[config.mk]
export PLATFORM = sky130hd
export DESIGN_NAME = product_accumulator_flat
export DESIGN_NICKNAME = d
export VERILOG_FILES = /design/src/rtl/product_accumulator_if.sv /design/src/rtl/product_accumulator.sv /design/src/flat_wrapper.sv
export SDC_FILE = /design/constraint.sdc
export NUM_CORES = 1
export LEC_CHECK = 0
export CORE_MARGIN = 2
export CORE_UTILIZATION = 52
export DETAILED_ROUTE_END_ITERATION = 8
export PLACE_DENSITY = 0.82
export SLEW_MARGIN = 5
export SYNTH_ARGS = -nofsm -noshare
export SYNTH_HDL_FRONTEND = slang
export SYNTH_SLANG_ARGS = --single-unit
[constraint.sdc]
create_clock -name clk -period 4.5 [get_ports clk]
set_clock_uncertainty 0.15 [all_clocks]
set_input_delay 0.675 -clock clk [delete_from_list [all_inputs] [get_ports clk]]
set_output_delay 0.675 -clock clk [all_outputs]
set_load 0.03 [all_outputs]
[src/rtl/product_accumulator_if.sv]
// rtl/product_accumulator_if.sv - product input stream and accumulated result stream bundle
interface product_accumulator_if #(
  parameter int PROD_W = 4,
  parameter int ACC_W  = 8
);
  logic              in_valid;
  logic              in_ready;
  logic [PROD_W-1:0] prod;
  logic              out_valid;
  logic              out_ready;
  logic [ACC_W-1:0]  acc_out;
  logic              ovf;

  modport master (
    output in_valid, prod, out_ready,
    input  in_ready, out_valid, acc_out, ovf
  );

  modport slave (
    input  in_valid, prod, out_ready,
    output in_ready, out_valid, acc_out, ovf
  );
endinterface

[src/rtl/product_accumulator.sv]
// rtl/product_accumulator.sv - sums COUNT multiplier products per result; MAC_SAT_EN selects saturation
module product_accumulator #(
  parameter int PROD_W = 4,
  parameter int COUNT  = 4,
  parameter int ACC_W  = 8
) (
  input  logic                  clk,
  input  logic                  rst_n,
  input  logic                  clr,
  product_accumulator_if.slave  bus
);
  localparam int CNT_W = $clog2(COUNT + 1);

  typedef enum logic [1:0] {
    IDLE = 2'd0,
    ACC  = 2'd1,
    DONE = 2'd2
  } state_t;

  state_t           state_q, state_d;
  logic [ACC_W-1:0] acc_q, acc_d, acc_base, acc_add;
  logic [CNT_W-1:0] cnt_q, cnt_d, cnt_inc;
  logic             accept;
  logic             consume;

  assign bus.in_ready  = (state_q == IDLE) || (state_q == ACC);
  assign bus.out_valid = (state_q == DONE);
  assign bus.acc_out   = acc_q;

  assign accept  = bus.in_valid & bus.in_ready;
  assign consume = (state_q == DONE) & bus.out_ready;

  // The first product of a result starts from zero rather than the held accumulator.
  assign acc_base = (state_q == IDLE) ? '0 : acc_q;
  assign cnt_inc  = ((state_q == IDLE) ? '0 : cnt_q) + CNT_W'(1);

`ifdef MAC_SAT_EN
  localparam int SUM_W = ACC_W + 1;
  logic [ACC_W:0] sum;
  logic           ovf_q;

  assign sum     = {1'b0, acc_base} + SUM_W'(bus.prod);
  assign acc_add = sum[ACC_W] ? '1 : sum[ACC_W-1:0];
  assign bus.ovf = ovf_q;

  always_ff @(posedge clk) begin
    if (!rst_n) begin
      ovf_q <= 1'b0;
    end else if (clr || consume) begin
      ovf_q <= 1'b0;
    end else if (accept && sum[ACC_W]) begin
      ovf_q <= 1'b1;
    end
  end
`else
  assign acc_add = acc_base + ACC_W'(bus.prod);
  assign bus.ovf = 1'b0;
`endif

  always_comb begin
    state_d = state_q;
    acc_d   = acc_q;
    cnt_d   = cnt_q;
    if (clr) begin
      state_d = IDLE;
      acc_d   = '0;
      cnt_d   = '0;
    end else begin
      case (state_q)
        IDLE, ACC: begin
          if (accept) begin
            acc_d   = acc_add;
            cnt_d   = cnt_inc;
            state_d = (cnt_inc == CNT_W'(COUNT)) ? DONE : ACC;
          end
        end
        DONE: begin
          if (bus.out_ready) begin
            state_d = IDLE;
            acc_d   = '0;
            cnt_d   = '0;
          end
        end
        default: begin
          state_d = IDLE;
          acc_d   = '0;
          cnt_d   = '0;
        end
      endcase
    end
  end

  always_ff @(posedge clk) begin
    if (!rst_n) begin
      state_q <= IDLE;
      acc_q   <= '0;
      cnt_q   <= '0;
    end else begin
      state_q <= state_d;
      acc_q   <= acc_d;
      cnt_q   <= cnt_d;
    end
  end
endmodule

[src/flat_wrapper.sv]
// flat-port wrapper written by rule: the top's interface ports become plain ports
module product_accumulator_flat 
#(
  parameter int PROD_W = 4,
  parameter int COUNT  = 4,
  parameter int ACC_W  = 8
)
  (clk, rst_n, clr, bus_in_valid, bus_prod, bus_out_ready, bus_in_ready, bus_out_valid, bus_acc_out, bus_ovf);
  product_accumulator_if #(.PROD_W(PROD_W), .ACC_W(ACC_W)) bus_i ();
  input  logic clk;
  input  logic rst_n;
  input  logic clr;
  input wire logic [$bits(bus_i.in_valid)-1:0] bus_in_valid;
  input wire logic [$bits(bus_i.prod)-1:0] bus_prod;
  input wire logic [$bits(bus_i.out_ready)-1:0] bus_out_ready;
  output wire logic [$bits(bus_i.in_ready)-1:0] bus_in_ready;
  output wire logic [$bits(bus_i.out_valid)-1:0] bus_out_valid;
  output wire logic [$bits(bus_i.acc_out)-1:0] bus_acc_out;
  output wire logic [$bits(bus_i.ovf)-1:0] bus_ovf;
  assign bus_i.in_valid = bus_in_valid;
  assign bus_i.prod = bus_prod;
  assign bus_i.out_ready = bus_out_ready;
  assign bus_in_ready = bus_i.in_ready;
  assign bus_out_valid = bus_i.out_valid;
  assign bus_acc_out = bus_i.acc_out;
  assign bus_ovf = bus_i.ovf;
  product_accumulator #(.PROD_W(PROD_W), .COUNT(COUNT), .ACC_W(ACC_W)) u_core (.clk(clk), .rst_n(rst_n), .clr(clr), .bus(bus_i));
endmodule
[Word level (Yosys, flattened, before mapping)]
Cells that the tools add are included.
Word-level totals
  bits in registers: 13
  bits of input ports: 9
  output and inout port bits: 11
  logic and storage cells: 29
Operators by class
  add/subtract/negate cells: 2
  equality and inequality tests: 5
  muxes and demuxes: 12
  bitwise logic cells: 2
  reduce and logical (&&, ||, !) cells: 5
Operators with widths (count)
  two-way mux 8 bit: 3
  case mux 8 bit (2 select lines): 1
  two-way mux 3 bit: 3
  adder 8 x 4 -> 8 bit: 1
  two-way mux 2 bit: 3
  case mux 3 bit (2 select lines): 1
  case mux 2 bit (2 select lines): 1
  OR reduction 2 bit: 2
  adder 3 x 1 -> 3 bit (second input constant): 1
  equality test 3 bit (second input constant): 1
  equality test 2 x 1 -> 1 bit (second input constant): 1
  equality test 2 bit (second input constant): 1
  logical NOT 2 bit: 1
  inequality test 2 x 1 -> 1 bit (second input constant): 1
  inequality test 2 bit (second input constant): 1
  AND reduction 2 bit: 1
  bitwise AND 1 bit: 1
  logical OR 1 bit: 1
  NOT 1 bit: 1

[Longest topological paths before layout]
  depth in word-level cells: 7
  depth in mapped cells: 9
  gate-level depth less buffers: 8

[Worst setup path before layout]
No wires, ideal clock.
  path type: register to register
  start: register u_core.state_q[0]
  end: register u_core.acc_q[4] (netlist: u_core.bus.acc_out[4])
  library setup time: 0.074 ns
  data arrival time: 2.043 ns
  data required time: 4.276 ns
  slack: 2.232 ns
  stages on the path, launching flop included: 10
  path buffers: 1
  period minus slack after synthesis: 2.268 ns
  cells stage by stage: dfxtp_1 > buf_2 > nor2_1 > nor2b_1 > ha_1 > fa_1 > nand3_1 > nand2_1 > or3_1 > a31oi_1
On the way
  longest elaborated chain between the ends: 5
  elaborated cells on any way between the ends: 13
  classes of those cells: add/sub (1); eq/ne (4); mux (3); bitwise (1); reduce/logical (4)
Ends and longest elaborated chain
  start: declaration: RTL line product_accumulator.sv:20  | state_t state_q, state_d;
  start signal: assignment: RTL line product_accumulator.sv:99  | state_q <= state_d;
  logical NOT 2 bit or equality test 2 x 1 -> 1 bit (tied branches): RTL line product_accumulator.sv:26, product_accumulator.sv:34, product_accumulator.sv:69
  two-way mux 8 bit or logical OR 1 bit (tied branches): RTL line product_accumulator.sv:34, product_accumulator.sv:26
  adder 8 x 4 -> 8 bit or bitwise AND 1 bit (tied branches): RTL line product_accumulator.sv:56, product_accumulator.sv:30
  two-way mux 8 bit or inequality test 2 x 1 -> 1 bit (tied branches)
  case mux 8 bit (2 select lines) or AND reduction 2 bit (tied branches)
  end signal: assignment: RTL line product_accumulator.sv:96  | acc_q <= '0;
  end signal: assignment: RTL line product_accumulator.sv:100  | acc_q <= acc_d;
  end: declaration: RTL line product_accumulator.sv:21  | logic [ACC_W-1:0] acc_q, acc_d, acc_base, acc_add;
Several ways; a longest one is shown, not always the timed one. The select of a mux whose other input is x is not followed.
A chain may end at the register's enable or synchronous reset.

[Final worst setup path]
  start: register u_core.state_q[1]
  end: output bus_out_valid
On the way
  longest elaborated chain between the ends: 1
Ends and longest elaborated chain
  equality test 2 bit: RTL line product_accumulator.sv:27  | assign bus.out_valid = (state_q == DONE);
  end: declaration: RTL line flat_wrapper.sv:17  | output wire logic [$bits(bus_i.out_valid)-1:0] bus_out_valid;
No other way between the ends.

==> results.py <==
metrics = {
    "die": {
        "core_sq_um": 1560,
        "die_h_um": 45.5,
        "start_util_pct": 57.4,
        "die_area_sq_um": 2070,
        "io_pins": 20,
        "row_count": 14,
        "die_w_um": 45.5,
    },
    "finish": {
        "diodes": 0,
        "synthToLayoutAreaGrowth_pct": 18.7,
        "fin_area_sq_um": 1060,
        "nets": 140,
        "final_layout_size_suffix_gt1_share_pct": 8.13,
    },
    "clock_tree": {
        "cts.sinks": 13,
        "holdBufCountCts": 0,
        "clkTransAtPathRegs_ns": 0.08,
        "htree_levels": 1,
        "cts_buffers": 3,
        "clkLatencyLatePin_ns": 0.28,
        "cts_resized": 0,
        "cts_max_path_buffers": 2,
        "cts-root-buf": "clkbuf_4",
        "cts_tree": "yes",
        "postCtsSetupBuffers": 0,
    },
    "synthesis": {
        "synth_mux_area_share_pct": 0,
        "synth-edff-count": 0,
        "synth_top_family_by_area": "simple AND/OR/NAND/NOR gates",
        "synth-seq-cells": 13,
        "ys_types": 40,
        "synth-xor-area-share_pct": 1.96,
        "yosysWarningCount": 0,
        "ys_seq_area_share_pct": 29.1,
        "async_reset_ff_share_pct": 0,
        "synthCells": 109,
        "synthFlopType": "dfxtp_1",
        "syn_nets": 125,
        "netlist_area_sq_um": 895,
        "synth_fa_ha_area_share_pct": 10.6,
        "synth-compound-area-share_pct": 20.7,
        "yosys.area_share.simple_pct": 29.8,
        "avgSynthCellArea_sq_um": 8.21,
    },
    "worst_setup_path": {
        "regToRegEndpoint": "u_core.bus.acc_out[4]",
        "cp-end-kind": "output port",
        "worstReg2RegStart": "u_core.state_q[1]",
        "critPathRequiredTime_ns": 3.67,
        "reg2reg_depth": 8,
        "critPathMaxFanout": 13,
        "path_class": "reg2out",
        "arrival_ns": 1.88,
        "rrSetupSlack_ns": 1.96,
        "start_kind": "register",
    },
    "sta": {
        "worstMarginPinSlew_ns": 0.529,
        "fmax_mhz": 370,
        "setup_viol_count_final": 0,
        "slew_headroom_pct": 64.8,
        "fin_crit_ns": 2.70,
        "final-hold-violation-count": 0,
        "tns_ns": 0,
        "grt_setup_unrepaired": "false",
        "final_max_slew_viol_count": 0,
        "whs_ns": 0.319,
        "fin_crit_sh_pct": 60.0,
    },
    "grt": {
        "track_usage_pct": 22.9,
        "grt_pass1_vias": 749,
        "grt_pass1_wl_mm": 3.36,
        "overflow": 0,
        "grt_max_degree": 14,
        "antenna_found_initial": 0,
    },
    "detailed_routing": {
        "drtIter0Drc": 24,
        "drcViolationCount": 0,
        "route.vias.total": 856,
        "drtPass1Iterations": 4,
        "wl_mm": 2.07,
        "drt-vias-per-instance": 6.16,
        "routedWlPerCell_um": 14.9,
        "antenna_left": 0,
    },
    "pwr": {
        "powerDensity_nw_per_um2": 214,
        "p_leak_uw": 0.000394,
        "ir_worst_vdd_v": 0.000157,
    },
    "hold_path": {
        "min_path_type": "reg2reg",
        "worstHoldStart": "u_core.cnt_q[1]",
        "hold_end": "u_core.cnt_q[1]",
        "min_delay_path_depth": 2,
    },
    "run_status": {
        "status": "completed",
    },
    "placement": {
        "portBuffers": 18,
        "dp_hpwl_mm": 1.47,
        "gp_congestion": 0.784,
        "dpl_cell_area_sq_um": 1040,
    },
    "job": {
        "cap_violations": 0,
    },
}
==> worst max-delay path, stage by stage (launching register included) <==
cell and delay, ns:
dfxtp_1 0.59, inv_2 0.20, nor2_1 0.12, clkdlybuf4s50_1 0.68
==> sequential cells by signal, summed over array words and instances, names as in the netlist <==
signal              cells
u_core.bus.acc_out      8
u_core.cnt_q            3
u_core.state_q          2
==> cell usage in the layout, fill, tap and decap left out, types with 2 or more instances in the layout <==
cell type         n
o21a_1            2
dfxtp_1          13
nand3_1          11
clkbuf_4          3
o21ai_0           3
clkdlybuf4s50_1  18
a21oi_1           7
nor2_1            9
nor3_1            3
nand2_1           9
nor2b_1           8
a21o_1            2
a31oi_1           3
nand4_1           2
xnor2_1           2
ha_1              6
==> cell usage after synthesis (all sizes together) (2+ instances only) <==
library cell / count / area (sq um)
nand2b: 2 / 20.0
nand3: 11 / 55.1
inv: 2 / 7.50
clkbuf: 2 / 8.75
a21o: 3 / 23.8
nand4: 2 / 12.5
a21oi: 8 / 43.8
nor2b: 8 / 50.1
buf: 6 / 50.0
a31oi: 3 / 18.8
dfxtp: 13 / 260
a211oi: 2 / 20.0
o21ai: 3 / 15.0
xnor2: 2 / 17.5
o21a: 2 / 15.0
ha: 6 / 75.1
nor3: 3 / 15.0
nand2: 9 / 33.8
nor2: 9 / 33.8
==> report_power, final <==
group / switching [uW] / internal, uW
Sequential: 2.48 / 117
Clock: 39.0 / 34.4
Combinational: 19.0 / 15.2
Total: 60.4 / 167
==> how the worst max path moves through the flow <==
| stage | start | end | slack [ns] | depth (start not counted) |
|---|---|---|---|---|
| after floorplan | u_core.state_q[0] | u_core.bus.acc_out[4] | 2.23 | 9 |
| after global placement | bus_prod[0] | u_core.bus.acc_out[4] | 1.88 | 7 |
| after detailed placement | bus_prod[0] | u_core.bus.acc_out[4] | 1.82 | 7 |
| after CTS | u_core.state_q[1] | bus_out_valid | 1.80 | 3 |
| after global routing | u_core.state_q[1] | bus_out_valid | 1.67 | 3 |
| final | u_core.state_q[1] | bus_out_valid | 1.80 | 3 |
==> layout make-up <==
class	instances	area [sq um]
multi-input cells	86	568
fillers	135	497
flip-flops and latches	13	260
repair buffers	18	180
clock buffers	4	26.3
well taps	16	20.0
inverters	2	7.51
==> cells by family after synthesis <==
group | count (synthesis)
other | 1
AND/OR/NAND/NOR | 50
adder cells (fa/ha/maj) | 7
AO/OA/AOI/OAI | 26
XOR/XNOR | 2
flip-flops | 13
buffers and inverters | 10
==> metal layers <==
layer	vias up	GRT usage, %	part of all wire [%]
li1	417	-	-
met1	402	27.8	44
met2	33	38.3	49
met3	4	6.35	5.0
met4	0	8.24	1.4
met5	-	0	0
==> per-stage QoR <==
| step | util, % | power, uW | cells | worst slack [ns] |
|---|---|---|---|---|
| 2_1_floorplan | - | 144 | 109 | 2.23 |
| 3_3_place_gp | 66.5 | 155 | 135 | 1.88 |
| 3_5_place_dp | 66.5 | 156 | 135 | 1.82 |
| 4_1_cts | 68.1 | 230 | 139 | 1.80 |
| 5_1_grt | 68.1 | 239 | 139 | 1.67 |
| 6_report | 68.1 | 227 | 139 | 1.80 |
Power figures use the tool's default switching activity.
